[config.mk]
export PLATFORM = sky130hd
export DESIGN_NAME = sprite_line_loader
export DESIGN_NICKNAME = d
export VERILOG_FILES = /design/src/rtl/sprite_line_loader_pkg.sv /design/src/rtl/sprite_line_loader_counter.sv /design/src/rtl/sprite_line_loader.sv
export SDC_FILE = /design/constraint.sdc
export NUM_CORES = 1
export LEC_CHECK = 0
export ABC_AREA = 1
export CORE_AREA = 2 2 82 84
export CTS_CLUSTER_DIAMETER = 80
export DETAILED_ROUTE_END_ITERATION = 12
export DIE_AREA = 0 0 84 86
export PLACE_DENSITY = 0.74
export SETUP_SLACK_MARGIN = 0.15
export SLEW_MARGIN = 20
export SYNTH_ARGS = -nofsm -noshare
export SYNTH_HDL_FRONTEND = slang
export SYNTH_SLANG_ARGS = --single-unit
[constraint.sdc]
create_clock -name clock -period 1.7 [get_ports clock]
set_input_delay 0.255 -clock clock [delete_from_list [all_inputs] [get_ports clock]]
set_output_delay 0.255 -clock clock [all_outputs]
set_load 0.05 [all_outputs]
[src/rtl/sprite_line_loader_pkg.sv]
// Shared sprite engine definitions: OAM entry layout and engine-wide sizes.
// Also used by the OAM scanner, so changes here affect both blocks.
package sprite_line_loader_pkg;

    localparam int MAX_SPRITES  = 64;
    localparam int SPRITE_SLOTS = 32;

    typedef struct packed {
        logic [7:0] y;
        logic [7:0] x;
        logic [7:0] tile;
        logic [7:0] attr;
    } sprite_conf_t;

endpackage

[src/rtl/sprite_line_loader_counter.sv]
// Generic up-counter with synchronous clear; the loader uses it as the
// FLUSH offset from the first unused slot.
module sprite_line_loader_counter #(
    parameter int W = 6
) (
    input  logic         clock,
    input  logic         reset,
    input  logic         clr,
    input  logic         inc,
    output logic [W-1:0] value
);

    logic [W-1:0] value_reg;

    always_ff @(posedge clock) begin
        if (reset || clr) begin
            value_reg <= '0;
        end else if (inc) begin
            value_reg <= value_reg + W'(1);
        end
    end

    assign value = value_reg;

endmodule

[src/rtl/sprite_line_loader.sv]
// Per-line sprite loader: copies in-range OAM configs into the slot buffer
// in OAM order, then invalidates the unused slots and signals line_done.
module sprite_line_loader
    import sprite_line_loader_pkg::*;
#(
    parameter  int SLOTS  = SPRITE_SLOTS,
    localparam int SLOT_W = $clog2(SLOTS)
) (
    input  logic              clock,
    input  logic              reset,
    input  logic              clear,
    output logic              conf_req,
    input  logic              conf_ack,
    input  logic              conf_exists,
    input  logic              oam_read,
    input  logic              oam_avail,
    input  sprite_conf_t      oam_data,
    output logic              slot_we,
    output logic [SLOT_W-1:0] slot_addr,
    output logic              slot_valid,
    output sprite_conf_t      slot_conf,
    output logic [SLOT_W:0]   sprite_count,
    output logic              overflow,
    output logic              busy,
    output logic              line_done
);

    typedef enum logic [1:0] {IDLE, SCAN, FLUSH} state_t;

    localparam logic [SLOT_W:0] SLOT_LIMIT = (SLOT_W+1)'(SLOTS);
    localparam logic [SLOT_W:0] LAST_SLOT  = (SLOT_W+1)'(SLOTS - 1);

    state_t          state_reg, state_next;
    logic            pending_reg, pending_next;
    logic            cap_valid_reg, cap_valid_next;
    sprite_conf_t    cap_conf_reg, cap_conf_next;
    logic [SLOT_W:0] count_reg, count_next;
    logic            overflow_reg, overflow_next;
    logic            line_done_reg, line_done_next;

    logic [SLOT_W:0] flush_offset;
    logic [SLOT_W:0] flush_addr;
    logic [SLOT_W:0] eff_count;
    logic            flush_inc;

    assign flush_inc = (state_reg == FLUSH);

    sprite_line_loader_counter #(.W(SLOT_W + 1)) u_flush_ctr (
        .clock (clock),
        .reset (reset),
        .clr   (clear),
        .inc   (flush_inc),
        .value (flush_offset)
    );

    assign flush_addr = count_reg + flush_offset;
    // A capture from last cycle is being written now but not yet counted.
    assign eff_count  = count_reg + (SLOT_W+1)'(cap_valid_reg);

    always_comb begin
        state_next     = state_reg;
        pending_next   = pending_reg;
        cap_valid_next = 1'b0;
        cap_conf_next  = cap_conf_reg;
        count_next     = count_reg;
        overflow_next  = overflow_reg;
        line_done_next = 1'b0;
        conf_req       = 1'b0;
        slot_we        = 1'b0;
        slot_addr      = '0;
        slot_valid     = 1'b0;
        slot_conf      = '0;

        if (oam_read) begin
            pending_next = 1'b1;
        end else if (oam_avail) begin
            pending_next = 1'b0;
        end

        case (state_reg)
            SCAN: begin
                conf_req = 1'b1;
                if (cap_valid_reg) begin
                    slot_we    = 1'b1;
                    slot_addr  = count_reg[SLOT_W-1:0];
                    slot_valid = 1'b1;
                    slot_conf  = cap_conf_reg;
                    count_next = count_reg + (SLOT_W+1)'(1);
                end
                if (oam_avail && conf_ack) begin
                    if (eff_count < SLOT_LIMIT) begin
                        cap_valid_next = 1'b1;
                        cap_conf_next  = oam_data;
                    end else begin
                        overflow_next = 1'b1;
                    end
                end
                if (!conf_exists && !pending_reg && !oam_read && !cap_valid_reg) begin
                    if (count_reg < SLOT_LIMIT) begin
                        state_next = FLUSH;
                    end else begin
                        state_next     = IDLE;
                        line_done_next = 1'b1;
                    end
                end
            end
            FLUSH: begin
                slot_we   = 1'b1;
                slot_addr = flush_addr[SLOT_W-1:0];
                if (flush_addr == LAST_SLOT) begin
                    state_next     = IDLE;
                    line_done_next = 1'b1;
                end
            end
            default: begin
                state_next = IDLE;
            end
        endcase

        // clear starts a fresh line from any state, discarding partial work.
        if (clear) begin
            state_next     = SCAN;
            pending_next   = 1'b0;
            cap_valid_next = 1'b0;
            count_next     = '0;
            overflow_next  = 1'b0;
            line_done_next = 1'b0;
        end
    end

    always_ff @(posedge clock) begin
        if (reset) begin
            state_reg     <= IDLE;
            pending_reg   <= 1'b0;
            cap_valid_reg <= 1'b0;
            cap_conf_reg  <= '0;
            count_reg     <= '0;
            overflow_reg  <= 1'b0;
            line_done_reg <= 1'b0;
        end else begin
            state_reg     <= state_next;
            pending_reg   <= pending_next;
            cap_valid_reg <= cap_valid_next;
            cap_conf_reg  <= cap_conf_next;
            count_reg     <= count_next;
            overflow_reg  <= overflow_next;
            line_done_reg <= line_done_next;
        end
    end

    assign sprite_count = count_reg;
    assign overflow     = overflow_reg;
    assign busy         = (state_reg != IDLE);
    assign line_done    = line_done_reg;

endmodule

==> impl_results.md <==
* Hold Crit Start: overflow
* Cell Pwr Density at 481 mW/mm^2
* First-pass GRT wire length at 15800 um
* Most Frequent Cell on Critical Path: nand2_2
* Syn avg cell area at 7.10 um^2
* Critical path launch point: u_flush_ctr.value[3]
* Die width at 84 um
* Largest net degree at the start of global routing at 33
* ANT nets after route at 0
* Placed Cells incl. Taps at 517
* Hpwl dp at 5610 um
* Total core area at 0.00628 mm^2
* Synth Net Count at 397
* Antenna Cells at 0
* WS Path Type: flip-flop to output port
* Final nets at 530
* Clock insertion delay at the later pin of the skew report at 0.32 ns
* Critical path arrival at 1.98 ns
* Total negative slack at -9.64 ns
* Initial antenna violation count at 0
* Clk buf depth at 2
* Cts bufs inserted at 5
* Ports at 88
* Area Overhead vs Synth at 123%
* Peak per-stage delay on the critical path at 0.39 ns
* Netlist Area Pre-Place at 0.00246 mm^2
* Slew HR at 0.686
* Slowest-stage cell, CP: dfxtp_1
* Yosys warning count at 0
* Worst Skew at 0.0156 ns
* Distinct cells, synth at 26
* Max reg flops at 32
* Final worst setup slack at -0.532 ns
* Max H-tree Level at 2
* Fraction of layout cells with a size suffix above 1 at 0.529
* Clk pwr share at 0.329
* Cells after Synth at 347
* Worst Hold Class: flip-flop to flip-flop
* Yosys reg bits at 50
* Post-synthesis sequential area ratio at 0.407
* Max-slew violation count at 0
* GRT Util Overall at 0.283
* Final instance area at 0.00548 mm^2
* Failing checks: setup timing
* Switching share of power at 0.288
* Reg2reg start: sprite_count[0]
* WHS at 0.504 ns
* Area after DPL at 0.00434 mm^2
* Maxcap violations at 0
* Internal power at 1.88 mW
* Final global-route overflow total at 0
* Clock slew at reported path FFs at 0.11 ns
* CP Max Fanout at 5
* Final Power at 2.64 mW
* Initial drt markers at 193
* # hold bufs at CTS at 0
* FMAX at 448 MHz
* # rows at 29
* Unrepaired setup endpoints after global routing: yes
* Final WL at 12500 um
* DRC viols at 0
* Placer Congestion at 0.842
* Largest delay share family, worst path: compound AO/OA/AOI/OAI gates
* Combinational power share at 0.209
* Vias at 3237
* Final Util at 0.873
* Drt pass-1 iters at 5
* Fin crit share at 1.31
* Clock root cell: clkbuf_8
* CTS tree: done
* Status: finished, violations left
* Clock sink total at 50
* Avg WL per Cell at 22.4 um
* Worst vdd ir at 364 uV
* Least-Margin Pin Slew at 0.470 ns
* Vias in the first global route at 3083
* Die Y-Extent at 86 um
* Worst setup SP type: flip-flop
* Psw at 759 uW
* Seq pwr share at 0.462
* Setup Slack @ Placement at -0.0717 ns
* CP cell instances: ha_2 > a21oi_1 > nand2_2 > nand2_2 > nand3_2 > a21oi_4 > buf_12
* PortBufs at 87
* # setup viols final at 72
* Fin crit period at 2.23 ns
* WP data required at 1.44 ns
* Hold Fails Final Rpt at 0
* Leak pwr at 2.01 nW
* CP bufs+invs at 1
* Fin cells at 557
* Initial Util at 0.392
* Vias per cell at 5.81
* Die area at 0.00722 mm^2
* Endpoint class of the critical path: output port
metal layers:
| layer | GRT usage | vias to the layer above | part of all wire |
|---|---|---|---|
| met1 | 0.297 | 1562 | 0.35 |
| li1 | - | 1388 | - |
| met3 | 0.0520 | 66 | 0.065 |
| met5 | 0 | - | 0 |
| met2 | 0.543 | 221 | 0.53 |
| met4 | 0.135 | 0 | 0.060 |
cells in the final DEF (no fill, tap or decap), types with 2 or more instances in the layout:
master,netlist,final
nor3_1,7,6
a21oi_4,0,6
buf_6,4,9
dfxtp_2,0,6
a21oi_2,2,21
dfxtp_4,0,5
nor2_1,51,16
a31oi_1,3,3
o21ai_0,16,4
dfxtp_1,50,39
ha_1,10,3
nor2_4,0,35
nand3_2,1,5
clkdlybuf4s50_1,0,38
nand2_1,43,30
inv_2,0,5
buf_12,0,52
nand2_8,0,2
nand2_4,0,4
inv_1,59,52
nand3_1,11,5
ha_4,0,6
o21ai_2,2,16
o21ai_4,0,17
clkbuf_16,0,2
clkbuf_8,0,6
nand3_4,0,2
buf_4,0,32
inv_4,0,2
o21a_1,2,2
nand4_1,2,2
a21oi_1,48,23
nand2_2,0,8
buf_16,0,8
synth_stat cells:
library cell  number  share of area
buf_6              4          0.018
clkinv_1           1         0.0015
dfxtp_1           50           0.41
fa_1               1         0.0081
nand2_1           43          0.066
o21a_1             2         0.0061
buf_8              2          0.012
xnor2_1            1         0.0036
inv_1             59          0.090
nor2_1            51          0.078
buf_2              1         0.0020
nand3_1           11          0.022
a21oi_2            2         0.0071
nor3_1             7          0.014
ha_1              10          0.051
nand3b_1           1         0.0030
o21ai_0           16          0.033
nor3b_1            1         0.0030
or4_1              1         0.0030
o21ai_1           19          0.039
clkbuf_1           8          0.012
nand3_2            1         0.0041
a31oi_1            3         0.0076
a21oi_1           48          0.098
nand4_1            2         0.0051
o21ai_2            2         0.0071
worst min-delay path, cell delays in order, from the launching register on:
cell,delay (ns)
dfxtp_1,0.35
inv_1,0.06
a21oi_1,0.06
power groups by stage:
| stage | registers (mW) | clock network, mW | logic, mW |
|---|---|---|---|
| after floorplan | 1.24 | 0 | 0.178 |
| after global placement | 1.24 | 0 | 0.337 |
| after detailed placement | 1.24 | 0 | 0.346 |
| after CTS | 1.21 | 0.832 | 0.461 |
| after global routing | 1.22 | 0.895 | 0.575 |
| final | 1.22 | 0.868 | 0.552 |
layout make-up:
cell class / instances / area (um^2)
multi-input cells: 223 / 2000
well taps: 77 / 96.3
flip-flops and latches: 50 / 1030
inverters: 60 / 243
repair buffers: 140 / 2010
clock buffers: 7 / 108
fillers: 271 / 796
logic make-up after synthesis:
group	Yosys count	share of synthesized area
xor+xnor	1	0.00356
compound gates	92	0.197
simple gates	118	0.198
flops	50	0.407
buf+inv	75	0.136
fa+ha+maj	11	0.0589
final timing paths:
check                 endpoint  slack (ns)  cells after the start
setup / recovery  slot_addr[4]       -0.53                      7
hold / removal        overflow        0.50                      2
setup reg to reg  state_reg[0]       -0.33                     13
hold reg to reg       overflow        0.50                      2
repair_timing:
item | CTS | global route
setup buffers | 15 | 8
pin swaps | 15 | 16
cloned | 8 | 2
endpoints found under the setup margin | 72 | 79
gates resized for setup | 84 | 67
No activity file was read; power rests on OpenSTA's default activity.
